File: config.mk
export PLATFORM = sky130hd
export DESIGN_NAME = hazard_unit
export DESIGN_NICKNAME = d
export VERILOG_FILES = /design/src/rtl/hazard_unit.sv
export SDC_FILE = /design/constraint.sdc
export NUM_CORES = 1
export LEC_CHECK = 0
export ABC_AREA = 1
export BUFFER_PORTS_ARGS = -buffer_cell sky130_fd_sc_hd__buf_4
export CAP_MARGIN = 0
export CORE_MARGIN = 1.5
export CORE_UTILIZATION = 42
export CTS_BUF_LIST = sky130_fd_sc_hd__clkbuf_4 sky130_fd_sc_hd__clkbuf_8
export CTS_CLUSTER_DIAMETER = 60
export CTS_CLUSTER_SIZE = 20
export DETAILED_ROUTE_END_ITERATION = 8
export GPL_ROUTABILITY_DRIVEN = 0
export GPL_TIMING_DRIVEN = 0
export PLACE_DENSITY = 0.67
export SYNTH_ARGS = -nofsm -noshare
export SYNTH_HDL_FRONTEND = slang
export SYNTH_SLANG_ARGS = --single-unit
File: constraint.sdc
create_clock -name i_clk -period 2.1 [get_ports i_clk]
set_input_delay 0 -clock i_clk [delete_from_list [all_inputs] [get_ports i_clk]]
set_output_delay 0 -clock i_clk [all_outputs]
set_load 0.02 [all_outputs]
File: src/rtl/hazard_unit.sv
// Pipeline hazard controller: load-use stalls, taken-branch flushes, and the
// freeze/launch/timeout sequencing around the multi-cycle WOS-filter unit.
module hazard_unit #(
  parameter int MC_TIMEOUT = 4096
) (
  input  logic        i_clk,
  input  logic        i_rst,
  input  logic [4:0]  i_rs1_d,
  input  logic [4:0]  i_rs2_d,
  input  logic        i_rs1_used_d,
  input  logic        i_rs2_used_d,
  input  logic [4:0]  i_rd_e,
  input  logic        i_w_en_e,
  input  logic        i_mem_rd_e,
  input  logic        i_mc_start_e,
  input  logic        i_mc_done,
  input  logic        i_branch_taken_e,
  output logic        o_stall_f,
  output logic        o_stall_d,
  output logic        o_stall_e,
  output logic        o_flush_d,
  output logic        o_flush_e,
  output logic        o_flush_m,
  output logic        o_mc_go,
  output logic        o_mc_err,
  output logic [1:0]  o_state,
  output logic [15:0] o_stall_cnt
);

  typedef enum logic [1:0] {
    RUN     = 2'b00,
    MC_WAIT = 2'b01,
    MC_ERR  = 2'b10,
    ST_BAD  = 2'b11
  } state_t;

  localparam logic [15:0] TIMEOUT_LAST = 16'(MC_TIMEOUT - 1);

  state_t      state_q, state_d;
  logic [15:0] wait_cnt_q;
  logic [15:0] stall_cnt_q;
  logic        mc_go_q;
  logic        mc_err_q;
  logic        load_use;
  logic        done_counted;
  logic        timeout_hit;

  // Launch handshake: o_mc_go is a one-cycle request issued in the first
  // MC_WAIT cycle; i_mc_done is only accepted in MC_WAIT after that cycle.
  always_comb begin
    load_use = i_mem_rd_e && i_w_en_e && (i_rd_e != 5'd0) &&
               ((i_rs1_used_d && (i_rs1_d == i_rd_e)) ||
                (i_rs2_used_d && (i_rs2_d == i_rd_e)));
    done_counted = (state_q == MC_WAIT) && i_mc_done && !mc_go_q;
    timeout_hit  = (state_q == MC_WAIT) && !done_counted &&
                   (wait_cnt_q == TIMEOUT_LAST);
  end

  always_comb begin
    state_d   = state_q;
    o_stall_f = 1'b0;
    o_stall_d = 1'b0;
    o_stall_e = 1'b0;
    o_flush_d = 1'b0;
    o_flush_e = 1'b0;
    o_flush_m = 1'b0;
    if (!i_rst) begin
      case (state_q)
        RUN: begin
          if (i_mc_start_e) begin
            o_stall_f = 1'b1;
            o_stall_d = 1'b1;
            o_stall_e = 1'b1;
            o_flush_m = 1'b1;
            state_d   = MC_WAIT;
          end else if (i_branch_taken_e) begin
            o_flush_d = 1'b1;
            o_flush_e = 1'b1;
          end else if (load_use) begin
            o_stall_f = 1'b1;
            o_stall_d = 1'b1;
            o_flush_e = 1'b1;
          end
        end
        MC_WAIT: begin
          if (done_counted) begin
            state_d = RUN;
          end else begin
            o_stall_f = 1'b1;
            o_stall_d = 1'b1;
            o_stall_e = 1'b1;
            o_flush_m = 1'b1;
            if (timeout_hit) state_d = MC_ERR;
          end
        end
        MC_ERR: begin
          o_stall_f = 1'b1;
          o_stall_d = 1'b1;
          o_stall_e = 1'b1;
          o_flush_m = 1'b1;
        end
        default: state_d = RUN;
      endcase
    end
  end

  always_ff @(posedge i_clk) begin
    if (i_rst) begin
      state_q     <= RUN;
      mc_go_q     <= 1'b0;
      mc_err_q    <= 1'b0;
      wait_cnt_q  <= 16'd0;
      stall_cnt_q <= 16'd0;
    end else begin
      state_q  <= state_d;
      mc_go_q  <= (state_q == RUN) && i_mc_start_e;
      mc_err_q <= (state_d == MC_ERR);
      // Zero outside MC_WAIT so the count starts fresh on every entry.
      if (state_q == MC_WAIT) wait_cnt_q <= wait_cnt_q + 16'd1;
      else                    wait_cnt_q <= 16'd0;
      if (o_stall_f && (stall_cnt_q != 16'hFFFF))
        stall_cnt_q <= stall_cnt_q + 16'd1;
    end
  end

  assign o_mc_go     = mc_go_q;
  assign o_mc_err    = mc_err_q;
  assign o_state     = state_q;
  assign o_stall_cnt = stall_cnt_q;

endmodule

After elaboration in Yosys (flattened, before gate mapping)
Cells that the tools add are included.
- register bits: 36
- output and inout bits: 26
- bits of input ports: 24
- logic and storage cells: 54
- add/subtract/negate cells: 2
- muxes and demuxes: 22
- reductions and logical operators: 17
- eq/ne operators: 7
- bitwise gates (word level): 1
- operator list (kind ; number):
    16-bit by 1-bit adder with 16-bit output, second input constant ; 2
    16-bit by 12-bit equality test with 1-bit output, second input constant ; 1
    16-bit inequality test, second input constant ; 1
    1-bit 2-to-1 mux ; 15
    1-bit logical AND ; 11
    5-bit equality test ; 2
    2-bit 2-to-1 mux ; 4
    1-bit one-hot mux with 3 select lines ; 2
    2-bit one-hot mux with 3 select lines ; 1
    5-bit nonzero test ; 1
    2-bit equality test, second input constant ; 2
    2-bit by 1-bit equality test with 1-bit output, second input constant ; 1
    1-bit zero test ; 2
    2-bit zero test ; 1
    2-bit OR reduction ; 1
    1-bit logical OR ; 1
    1-bit inverter ; 1

Longest topological paths before layout
Gate-level depths: netlist of the first run.
- depth in word-level cells: 11
- depth in mapped cells: 12
- mapped depth without buffers: 11

Worst setup path before layout of the first run
OpenSTA, ideal clock, no wires.
- kind: register to register
- from: reg stall_cnt_q[1] (netlist: o_stall_cnt[1])
- to: reg stall_cnt_q[0] (netlist: o_stall_cnt[0])
- data required time: 1985 ps
- data arrival time: 1557 ps
- cell stages (with the launch flop): 8
- setup slack: 427 ps
- clock period less this slack: 1673 ps
- cells stage by stage: dfxtp_1 ha_1 nand2_4 nor2_8 nand3_4 buf_4 a21oi_1 nor2_1
- longest elaborated chain between the ends: 2
- ends and longest elaborated chain (item ; RTL line ; text):
    start, declared ; 41 ; logic [15:0] stall_cnt_q;
    start signal, assigned ; 122 ; stall_cnt_q <= stall_cnt_q + 16'd1;
    16-bit inequality test ; 121 ; if (o_stall_f && (stall_cnt_q != 16'hFFFF))
    1-bit logical AND ; 121 ;
Every way passes these cells.
A chain may end at the register's enable or synchronous reset.

Worst setup path in the final report of the first run
- from: reg state_q[0] (netlist: o_state[0])
- to: out o_stall_f
- longest elaborated chain between the ends: 6
- elaborated cells on any way between the ends: 8
- ends and longest elaborated chain (item ; RTL line ; text):
    start, declared ; 39 ; state_t state_q, state_d;
    start signal, assigned ; 115 ; state_q <= state_d;
    2-bit by 1-bit equality test with 1-bit output ; 54, 68 ;
    1-bit logical AND (2 in series) ; 54 ; done_counted = (state_q == MC_WAIT) && i_mc_done && !mc_go_q;
    1-bit 2-to-1 mux ; 86 ; if (done_counted) begin
    1-bit one-hot mux with 3 select lines * ; 68 ; case (state_q)
    1-bit 2-to-1 mux * ; 67 ; if (!i_rst) begin
    end, declared ; 18 ; output logic o_stall_f,
Every way passes the cells marked *; elsewhere a longest branch is shown, timed or not.

==> reports/qor.csv, run 1 <==
stage,metric,value,unit
global_routing,overflow,0,
setup_path,path_class,reg -> out,
route,wl,4668,um
timing,finalSetupViolCount,0,
placed_design,numPortBuffers,49,
clocking,clockBufferDepth,2,
setup_path,path_cells,inv_1 > nor2_1 > nand2_1 > nand3_1 > nand2_1 > nand2_4 > buf_12 > buf_4 > buf_4,
setup_path,crit_path_end_kind,output pin,
timing,fmax,0.5710,GHz
run_status,status,finished clean,
global_routing,antenna_found_initial,0,
route,via_per_inst,4.738,
timing,layout_min_cycle_time,1.751,ns
logic_synthesis,avgSynthCellArea,7.144,um^2
die,core_area,5075,um^2
setup_path,startpoint_type,flop,
timing,post-route-period-util,83.40,%
setup_path,max_stage_delay,0.41,ns
power_and_ir_drop,irDropWorstVdd,248.5,uV
logic_synthesis,syn_inst,307,
route,num_vias,2061,
clocking,path_clk_slew,0.08,ns
route,drt_iter0_markers,106,
global_routing,grt_use_total,18.01,%
clocking,cts_tree,yes,
logic_synthesis,synth.yosys.warnings,0,
timing,rsz0062_at_grt,false,
route,first_pass_iters,4,
setup_path,crit_slowest_cell,dfxtp_1,
cells_and_area,nets,390,
setup_path,crit_family,simple AND/OR/NAND/NOR gates,
timing,relSlewSlack,53.29,%
placed_design,place_ws,0.4143,ns
logic_synthesis,ys_seq_area_share,32.86,%
logic_synthesis,synth_top_cells_by_count,"nand2_1 (70), dfxtp_1 (36), inv_1 (34)",
logic_synthesis,synthTopCellsByArea,"dfxtp_1 (33%), nand2_1 (12%), inv_1 (5.8%), nor2_1 (5.1%), nand3_2 (5.0%)",
clocking,cts_root_buf,clkbuf_8,
timing,hold_viol_final,0,
logic_synthesis,yosysUniqueCellTypes,32,
cells_and_area,final_util,54.12,%
clocking,cts.sinks,36,
logic_synthesis,yosysMostFrequentCell,nand2_1,
power_and_ir_drop,power,1392,uW
timing,totalNegativeSetupSlack,0,ns
flow_run,maxCapViolCount,0,
logic_synthesis,syn-cell-area,2193,um^2
timing,finalClockSkew,0.006844,ns
setup_path,cp_max_fo,11,
die,row_count,26,
placed_design,postPlaceCellArea,2649,um^2
die,start_util,43.22,%
setup_path,cp_data_arrival_time,1.75,ns
placed_design,dp_hpwl,3577,um
die,die-height,75.27,um
logic_synthesis,synth_area_leader_cell,dfxtp_1,
die,dieArea,5665,um^2
route,final_antenna_net_count,0,
setup_path,cp_num_buf_inv,4,
clocking,cts_made_buffers,5,
logic_synthesis,synth-seq-cells,36,
global_routing,grt_max_degree,13,
cells_and_area,fin_area,2746,um^2
worst_hold_path,hp-class,in -> reg,
power_and_ir_drop,power-per-cell-area,506.9,nW/um^2
timing,finalWorstSetupSlack,0.3487,ns
global_routing,grt_pass1_vias,1814,
cells_and_area,n_antenna_cell,0,
logic_synthesis,synthFlopType,dfxtp_1,
die,pin_count,50,
logic_synthesis,async_reset_ff_share,0,%
setup_path,worstPathRequired,2.10,ns
logic_synthesis,syn_nets,333,
timing,report.final.slew_viol_count,0,
timing,worstMarginPinSlew,0.7006,ns
logic_synthesis,yosysTopAreaCellShare,32.86,%
power_and_ir_drop,p_leak,0.001203,uW
route,drcViolationCount,0,
logic_synthesis,synth_edf_count,0,
clocking,ctsResizeCount,0,
cells_and_area,post_route_cells_drive_above_1_share,30.68,%
route,wl_per_cell,10.73,um
clocking,htree_levels,2,
global_routing,grt_pass1_wl,7928,um
die,fp.dieW,75.27,um
cells_and_area,area.growth.synth_to_final,25.21,%
clocking,insertion_delay,0.29,ns
registers in the layout, indices dropped and copies added (netlist names):
register / cells
o_state: 2
wait_cnt_q: 16
o_mc_go: 1
o_stall_cnt: 16
o_mc_err: 1
where the power goes:
part	internal, uW	switching (uW)
Clock	231	266
Sequential	689	7.31
Combinational	88.7	110
cell families after synthesis:
| group | Yosys count | synth area share, % |
|---|---|---|
| and+or+nand+nor | 170 | 39.59 |
| buffers and inverters | 48 | 9.982 |
| adders and majority gates | 2 | 1.141 |
| xor gates and xnor gates | 16 | 6.389 |
| AOI/OAI and AO/OA | 35 | 10.04 |
| DFF | 36 | 32.86 |
timing repair:
item                                   4_1_cts  5_1_grt
hold buffers                                 1        0
buffers inserted                             0        0
setup endpoints to repair                    0        0
endpoints found under the hold margin        1        0
per-stage QoR:
step | hold slack [ns] | instances
5_1_grt | 0.04330 | 435
4_1_cts | 0.01500 | 435
3_5_place_dp | 0.2777 | 426
2_1_floorplan | 0.08867 | 307
6_report | 0.02394 | 435
3_3_place_gp | 0.2793 | 426
worst reg2reg max path, stage by stage (launching register included):
cell and delay, ns:
dfxtp_1 0.41, ha_1 0.30, nand2_4 0.10, nor2_8 0.17, nand3_4 0.16, buf_4 0.24
a21oi_1 0.16, nor2_1 0.06
layout make-up:
cell class                 instances  area [um^2]
buffer                             8        68.82
clock buffer                       5        68.82
clock inverter                     3        18.77
fill                             535         2328
inverter                          40        150.1
multi-input combinational        223         1254
sequential                        36        720.7
tap                               70        87.58
timing repair buffer              50        377.9
routing by layer:
| metal | part of all wire (%) | routed length, um | vias up | GRT usage, % |
|---|---|---|---|---|
| met4 | 1.3 | 59 | 0 | 5.754 |
| met5 | 0 | 0 | - | 0 |
| met2 | 47 | 2214 | 46 | 29.40 |
| met3 | 4.4 | 204 | 6 | 3.748 |
| met1 | 47 | 2190 | 919 | 23.88 |
| li1 | - | - | 1090 | - |
path summary, 6_finish.rpt:
| path | from | endpoint | slack, ns | cells past startpoint |
|---|---|---|---|---|
| worst max-delay path | o_state[0] | o_stall_f | 0.35 | 9 |
| worst min-delay path | i_mc_start_e | o_mc_go | 0.02 | 3 |
| worst max register to register | o_stall_cnt[0] | o_stall_cnt[0] | 0.40 | 7 |
| worst min register to register | wait_cnt_q[0] | wait_cnt_q[0] | 0.44 | 1 |
cell usage in the layout, fill, tap and decap left out, drive strengths merged:
master and count:
o21ai 4, nand3 30, clkinv 3, nand4 4, nand2 82, inv 40, buf 55, and3 2
nor4 1, a21oi 29, a221o 1, nor3b 1, clkbuf 7, dfxtp 36, o21a 1, xor2 9
nor3 12, ha 2, dlygate4sd3 1, xnor2 7, or2 4, nor2 34
(Power assumes the default switching activity.)
==> inputs of run 2 (changes only) <==
==> constraint.sdc (replaced) <==
create_clock -name i_clk -period 1.7 [get_ports i_clk]
set_input_delay 0 -clock i_clk [delete_from_list [all_inputs] [get_ports i_clk]]
set_output_delay 0 -clock i_clk [all_outputs]
set_load 0.02 [all_outputs]
==> run 2 against run 1 <==
The flow now finishes with violations (hold timing); final area up 5.4%; clock power is 23% higher; global-route usage grew 0.056 points; largest power group unchanged; worst hold slack worse by 0.031 ns; largest cell class unchanged.
==> reports/qor.csv, run 2 (same netlist as run 1, synthesis figures left out) <==
stage,metric,value,unit,change
power_and_ir_drop,p_sw_share,27.45,%,was 27.53%
setup_path,cp_max_fo,4,,was 11
route,num_vias,2120,,was 2061
cells_and_area,post_route_cells_drive_above_1_share,37.80,%,was 30.68%
power_and_ir_drop,combPwrFrac,15.0,%,was 14.3%
global_routing,grt_pass1_wl,7948,um,was 7928 um
timing,finalSetupViolCount,0,,unchanged
flow_run,maxCapViolCount,0,,unchanged
route,drcViolationCount,0,,unchanged
worst_hold_path,hold_depth,3,,unchanged
timing,relSlewSlack,52.96,%,was 53.29%
global_routing,grt_max_degree,13,,unchanged
power_and_ir_drop,sequentialPowerShare,49.8,%,was 50.0%
run_status,violations,hold timing,,
timing,hold_viol_final,1,,was 0
run_status,status,finished with violations,,was finished clean
clocking,cts_tree,yes,,unchanged
setup_path,startpoint_type,flop,,unchanged
worst_hold_path,hp-class,in -> reg,,unchanged
placed_design,placed_cells,426,,unchanged
timing,fmax,0.6212,GHz,
cells_and_area,fin_cells,443,,was 435
timing,totalNegativeSetupSlack,0,ns,unchanged
cells_and_area,final_cell_mix,"nand2_1 (65), buf_4 (60), inv_1 (32)",,"was nand2_1 (70), buf_4 (52), dfxtp_1 (36)"
cells_and_area,n_antenna_cell,0,,unchanged
cells_and_area,final_util,57.03,%,was 54.12%
cells_and_area,nets,398,,was 390
die,pin_count,50,,unchanged
route,wl_per_cell,11.16,um,was 10.73 um
clocking,clockBufferDepth,2,,unchanged
clocking,insertion_delay,0.29,ns,about the same
setup_path,worstPathRequired,1.92,ns,was 2.10 ns
route,drt_iter0_markers,86,,was 106
route,via_per_inst,4.786,,was 4.738
timing,hold_ws,-0.007511,ns,was 0.02394 ns
route,first_pass_iters,4,,unchanged
setup_path,reg2reg_depth,11,,was 7
die,die-height,75.27,um,unchanged
die,fp.dieW,75.27,um,unchanged
power_and_ir_drop,power-per-cell-area,598.2,nW/um^2,was 506.9 nW/um^2
setup_path,path_class,reg -> reg,,was reg -> out
clocking,cts.sinks,36,,unchanged
setup_path,r2r_setup_slack,0.09,ns,was 0.40 ns
route,final_antenna_net_count,0,,unchanged
global_routing,antenna_found_initial,0,,unchanged
clocking,path_clk_slew,0.08,ns,about the same
power_and_ir_drop,clockPowerShare,35.2,%,was 35.7%
die,core_area,5075,um^2,unchanged
power_and_ir_drop,irDropWorstVdd,315.5,uV,was 248.5 uV
placed_design,dp_hpwl,3577,um,unchanged
timing,post-route-period-util,94.69,%,
global_routing,overflow,0,,unchanged
clocking,cts_made_buffers,5,,unchanged
global_routing,grt_use_total,18.07,%,was 18.01%
clocking,htree_levels,2,,unchanged
timing,layout_min_cycle_time,1.610,ns,
power_and_ir_drop,power_switching,475.3,uW,was 383.3 uW
worst_hold_path,min_to,o_mc_go,,unchanged
die,start_util,43.22,%,unchanged
global_routing,grt_pass1_vias,1824,,was 1814
setup_path,r2r_end,o_mc_err,,was o_stall_cnt[0]
clocking,cts_root_buf,clkbuf_8,,unchanged
power_and_ir_drop,p_leak,0.001236,uW,was 0.001203 uW
timing,finalClockSkew,0.008307,ns,was 0.006844 ns
setup_path,worstReg2RegStart,wait_cnt_q[0],,was o_stall_cnt[0]
worst_hold_path,min-delay-start,i_mc_start_e,,unchanged
placed_design,numPortBuffers,49,,unchanged
power_and_ir_drop,p_int,1256,uW,was 1009 uW
timing,worstMarginPinSlew,0.7057,ns,was 0.7006 ns
setup_path,crit_path_end_kind,flop,,was output pin
cells_and_area,final_common_cell,nand2_1,,unchanged
die,row_count,26,,unchanged
cells_and_area,area.growth.synth_to_final,31.95,%,was 25.21%
setup_path,cp_data_arrival_time,1.83,ns,was 1.75 ns
route,wl,4944,um,was 4668 um
die,dieArea,5665,um^2,unchanged
timing,report.final.slew_viol_count,0,,unchanged
==> run 2: cell types whose count changed in the layout (fill, tap and decap cells not counted), sizes merged <==
| cell | delta |
|---|---|
| buf | +8 |
==> run 2: worst max path at each step <==
stage / startpoint / to / slack (ns) / cells past startpoint
detailed placement: o_stall_cnt[0] / o_stall_cnt[0] / 0.01 / 7
CTS: o_stall_cnt[1] / o_stall_cnt[12] / 0.006 / 8
floorplan: o_stall_cnt[1] / o_stall_cnt[0] / 0.03 / 7
global route: wait_cnt_q[0] / o_mc_err / -0.06 / 11
global placement: o_stall_cnt[0] / o_stall_cnt[0] / 0.03 / 7
finish: wait_cnt_q[0] / o_mc_err / 0.09 / 11
==> run 2: through the flow <==
step / cell area (um^2) / setup WS, ns / power, uW
global placement: 2649 / 0.02855 / 1122
floorplan: 2193 / 0.02729 / 1023
detailed placement: 2649 / 0.01427 / 1125
global route: 2894 / -0.06417 / 1818
CTS: 2769 / 0.006382 / 1744
finish: 2894 / 0.09020 / 1731
==> run 2: worst max-delay path, cell delays in order (launching register included) <==
cell and delay, ns:
dfxtp_4 0.37, ha_4 0.13, nand2_2 0.05, inv_2 0.07
nand3_4 0.09, nor2_4 0.13, inv_2 0.07, nor2_4 0.13
nand2_2 0.08, nor3_4 0.19, nand2_2 0.09, a21oi_2 0.13
==> run 2: cell type report <==
type | count | area [um^2]
buffer | 8 | 68.82
clock inverter | 3 | 18.77
sequential | 36 | 734.5
timing repair buffer | 58 | 437.9
clock buffer | 5 | 68.82
multi-input combinational | 223 | 1328
tap | 70 | 87.58
inverter | 40 | 150.1
fill | 517 | 2181
==> run 2: power by group through the flow <==
stage	sequential, uW	combinational, uW	clock [uW]
floorplan	887	136	0
global placement	880	243	0
detailed placement	880	245	0
CTS	860	255	629
global route	864	286	667
finish	862	260	610
==> run 2: metal layers <==
metal	global-route usage, %	share of wire [%]	wire length, um
met3	3.748	4.0	197
met1	23.96	46	2281
met4	5.754	1.4	67
met5	0	0	0
met2	29.50	49	2398
==> run 2: what timing repair did <==
item                                   in CTS  in global routing
endpoints found under the hold margin       1                  0
pin swaps                                   1                  6
setup buffers                               3                  5
setup endpoints to repair                   1                 19
resized for setup                           0                 29
hold buffers                                1                  0
==> inputs of run 3 (changes only) <==
--- a/config.mk
+++ b/config.mk
@@ -16,6 +16,7 @@
 export DETAILED_ROUTE_END_ITERATION = 8
 export GPL_ROUTABILITY_DRIVEN = 0
 export GPL_TIMING_DRIVEN = 0
+export HOLD_SLACK_MARGIN = 0.05
 export PLACE_DENSITY = 0.67
 export SYNTH_ARGS = -nofsm -noshare
 export SYNTH_HDL_FRONTEND = slang
==> run 3 against run 2 <==
The flow now finishes without violations; sequential power barely moved; global-route usage unchanged; critical path type unchanged; clock power about the same; final area increased by 0.35%.
==> reports/qor.csv, run 3 (same netlist as run 1, synthesis figures left out) <==
stage,metric,value,unit,change
setup_path,r2r_end,o_mc_err,,unchanged
route,final_antenna_net_count,0,,unchanged
timing,worstMarginPinSlew,0.7294,ns,was 0.7057 ns
global_routing,overflow,0,,unchanged
placed_design,numPortBuffers,49,,unchanged
cells_and_area,post_route_cells_drive_above_1_share,37.70,%,was 37.80%
worst_hold_path,min-delay-start,i_mc_done,,was i_mc_start_e
global_routing,grt_busiest_layer,met2,,unchanged
die,core_area,5075,um^2,unchanged
setup_path,r2r_setup_slack,0.09,ns,about the same
route,wl_per_cell,11.21,um,was 11.16 um
setup_path,cp_max_fo,4,,unchanged
clocking,cts_tree,yes,,unchanged
route,via_per_inst,4.818,,was 4.786
setup_path,crit_path_end_kind,flop,,unchanged
global_routing,grt_pass1_vias,1824,,unchanged
power_and_ir_drop,power,1737,uW,was 1731 uW
cells_and_area,fin_area,2904,um^2,was 2894 um^2
die,start_util,43.22,%,unchanged
cells_and_area,multiInputGateArea,1328,um^2,unchanged
timing,hold_viol_final,0,,was 1
setup_path,path_cells,ha_4 > nand2_2 > inv_2 > nand3_4 > nor2_4 > inv_2 > nor2_4 > nand2_2 > nor3_4 > nand2_2 > a21oi_2,,unchanged
clocking,clockBufferDepth,2,,unchanged
route,drt_iter0_markers,78,,was 86
setup_path,cp_data_arrival_time,1.83,ns,about the same
placed_design,postPlaceCellArea,2649,um^2,unchanged
setup_path,path_common_cell,nand2_2,,unchanged
timing,relSlewSlack,51.37,%,was 52.96%
route,first_pass_iters,4,,unchanged
setup_path,worstReg2RegStart,wait_cnt_q[0],,unchanged
clocking,cts_made_buffers,5,,unchanged
cells_and_area,final_common_cell,nand2_1,,unchanged
cells_and_area,nets,399,,was 398
timing,fmax,0.6215,GHz,was 0.6212 GHz
setup_path,crit_start,wait_cnt_q[0],,unchanged
global_routing,grt_use_total,18.07,%,unchanged
route,wl,4978,um,was 4944 um
setup_path,path_class,reg -> reg,,unchanged
global_routing,grt_util_met3,3.748,%,unchanged
timing,layout_min_cycle_time,1.609,ns,was 1.610 ns
global_routing,globalRouteMet2Util,29.50,%,unchanged
clocking,path_clk_slew,0.08,ns,about the same
timing,finalClockSkew,0.009917,ns,was 0.008307 ns
timing,report.final.slew_viol_count,0,,unchanged
setup_path,crit_family,simple AND/OR/NAND/NOR gates,,unchanged
cells_and_area,final_cell_mix,"nand2_1 (65), buf_4 (60), inv_1 (32)",,unchanged
clocking,insertion_delay,0.29,ns,about the same
route,num_vias,2139,,was 2120
setup_path,crit_slowest_cell,dfxtp_4,,unchanged
global_routing,grt_pass1_wl,7948,um,unchanged
timing,post-route-period-util,94.65,%,was 94.69%
worst_hold_path,min_to,o_state[0],,was o_mc_go
global_routing,antenna_found_initial,0,,unchanged
setup_path,cp_num_buf_inv,2,,unchanged
setup_path,max_stage_delay,0.37,ns,about the same
clocking,cts_root_buf,clkbuf_8,,unchanged
placed_design,dp_hpwl,3577,um,unchanged
worst_hold_path,hold_depth,5,,was 3
cells_and_area,regArea,734.5,um^2,unchanged
setup_path,startpoint_type,flop,,unchanged
global_routing,use_met1,23.96,%,unchanged
setup_path,worstPathRequired,1.92,ns,about the same
die,row_count,26,,unchanged
die,fp.dieW,75.27,um,unchanged
power_and_ir_drop,p_leak,0.001240,uW,was 0.001236 uW
die,pin_count,50,,unchanged
setup_path,reg2reg_depth,11,,unchanged
cells_and_area,num-fill-cells,520,,was 517
run_status,status,finished clean,,was finished with violations
power_and_ir_drop,power-per-cell-area,598.0,nW/um^2,was 598.2 nW/um^2
flow_run,maxCapViolCount,0,,unchanged
global_routing,grt_max_degree,13,,unchanged
clocking,cts.sinks,36,,unchanged
power_and_ir_drop,irDropWorstVdd,317.1,uV,was 315.5 uV
worst_hold_path,hp-class,in -> reg,,unchanged
die,dieArea,5665,um^2,unchanged
clocking,htree_levels,2,,unchanged
cells_and_area,n_antenna_cell,0,,unchanged
die,die-height,75.27,um,unchanged
timing,finalSetupViolCount,0,,unchanged
cells_and_area,area.growth.synth_to_final,32.40,%,was 31.95%
setup_path,crit_cells,11,,unchanged
route,drcViolationCount,0,,unchanged
-- run 3: how the worst max path moves through the flow --
stage / endpoint / slack (ns)
after floorplan: o_stall_cnt[0] / 0.03
after global placement: o_stall_cnt[0] / 0.03
after detailed placement: o_stall_cnt[0] / 0.01
after CTS: o_stall_cnt[12] / 0.006
after global routing: o_mc_err / -0.06
final: o_mc_err / 0.09
-- run 3: what timing repair did --
item | CTS | global route
resized for setup | 0 | 29
endpoints found under the setup margin | 1 | 19
hold buffers | 2 | 0
buffers inserted | 3 | 5
pin swaps | 1 | 6
hold endpoints to repair | 3 | 0
-- run 3: through the flow --
| stage | util (%) | setup slack [ns] | hold slack, ns | instances | TNS, ns |
|---|---|---|---|---|---|
| global route | 57.22 | -0.06417 | 0.1955 | 444 | -0.1038 |
| detailed placement | 52.19 | 0.01427 | 0.2777 | 426 | 0 |
| global placement | 52.19 | 0.02855 | 0.2793 | 426 | 0 |
| finish | 57.22 | 0.09099 | 0.1435 | 444 | 0 |
| floorplan | - | 0.02729 | 0.08867 | 307 | 0 |
| CTS | 54.76 | 0.006382 | 0.1379 | 439 | 0 |
-- run 3: power by group --
group / internal (uW) / switching (uW)
clock: 286 / 327
combinational: 121 / 141
sequential: 851 / 10.8
-- run 3: layout make-up --
class	instances	share of cell area, %
multi-input combinational	223	45.71
sequential	36	25.29
timing repair buffer	59	15.42
inverter	40	5.170
tap	70	3.016
clock buffer	5	2.370
buffer	8	2.370
clock inverter	3	0.6463
-- run 3: worst reg2reg max path, stage by stage, from the launching register on --
cell and delay, ns:
dfxtp_4 0.37, ha_4 0.14, nand2_2 0.05, inv_2 0.07, nand3_4 0.09, nor2_4 0.13
inv_2 0.07, nor2_4 0.13, nand2_2 0.09, nor3_4 0.19, nand2_2 0.09, a21oi_2 0.13
-- run 3: metal layers --
layer / vias to the layer above / part of all wire, %
met1: 977 / 46
met4: 0 / 1.3
met2: 46 / 49
met5: - / 0
met3: 7 / 4.0
li1: 1109 / -
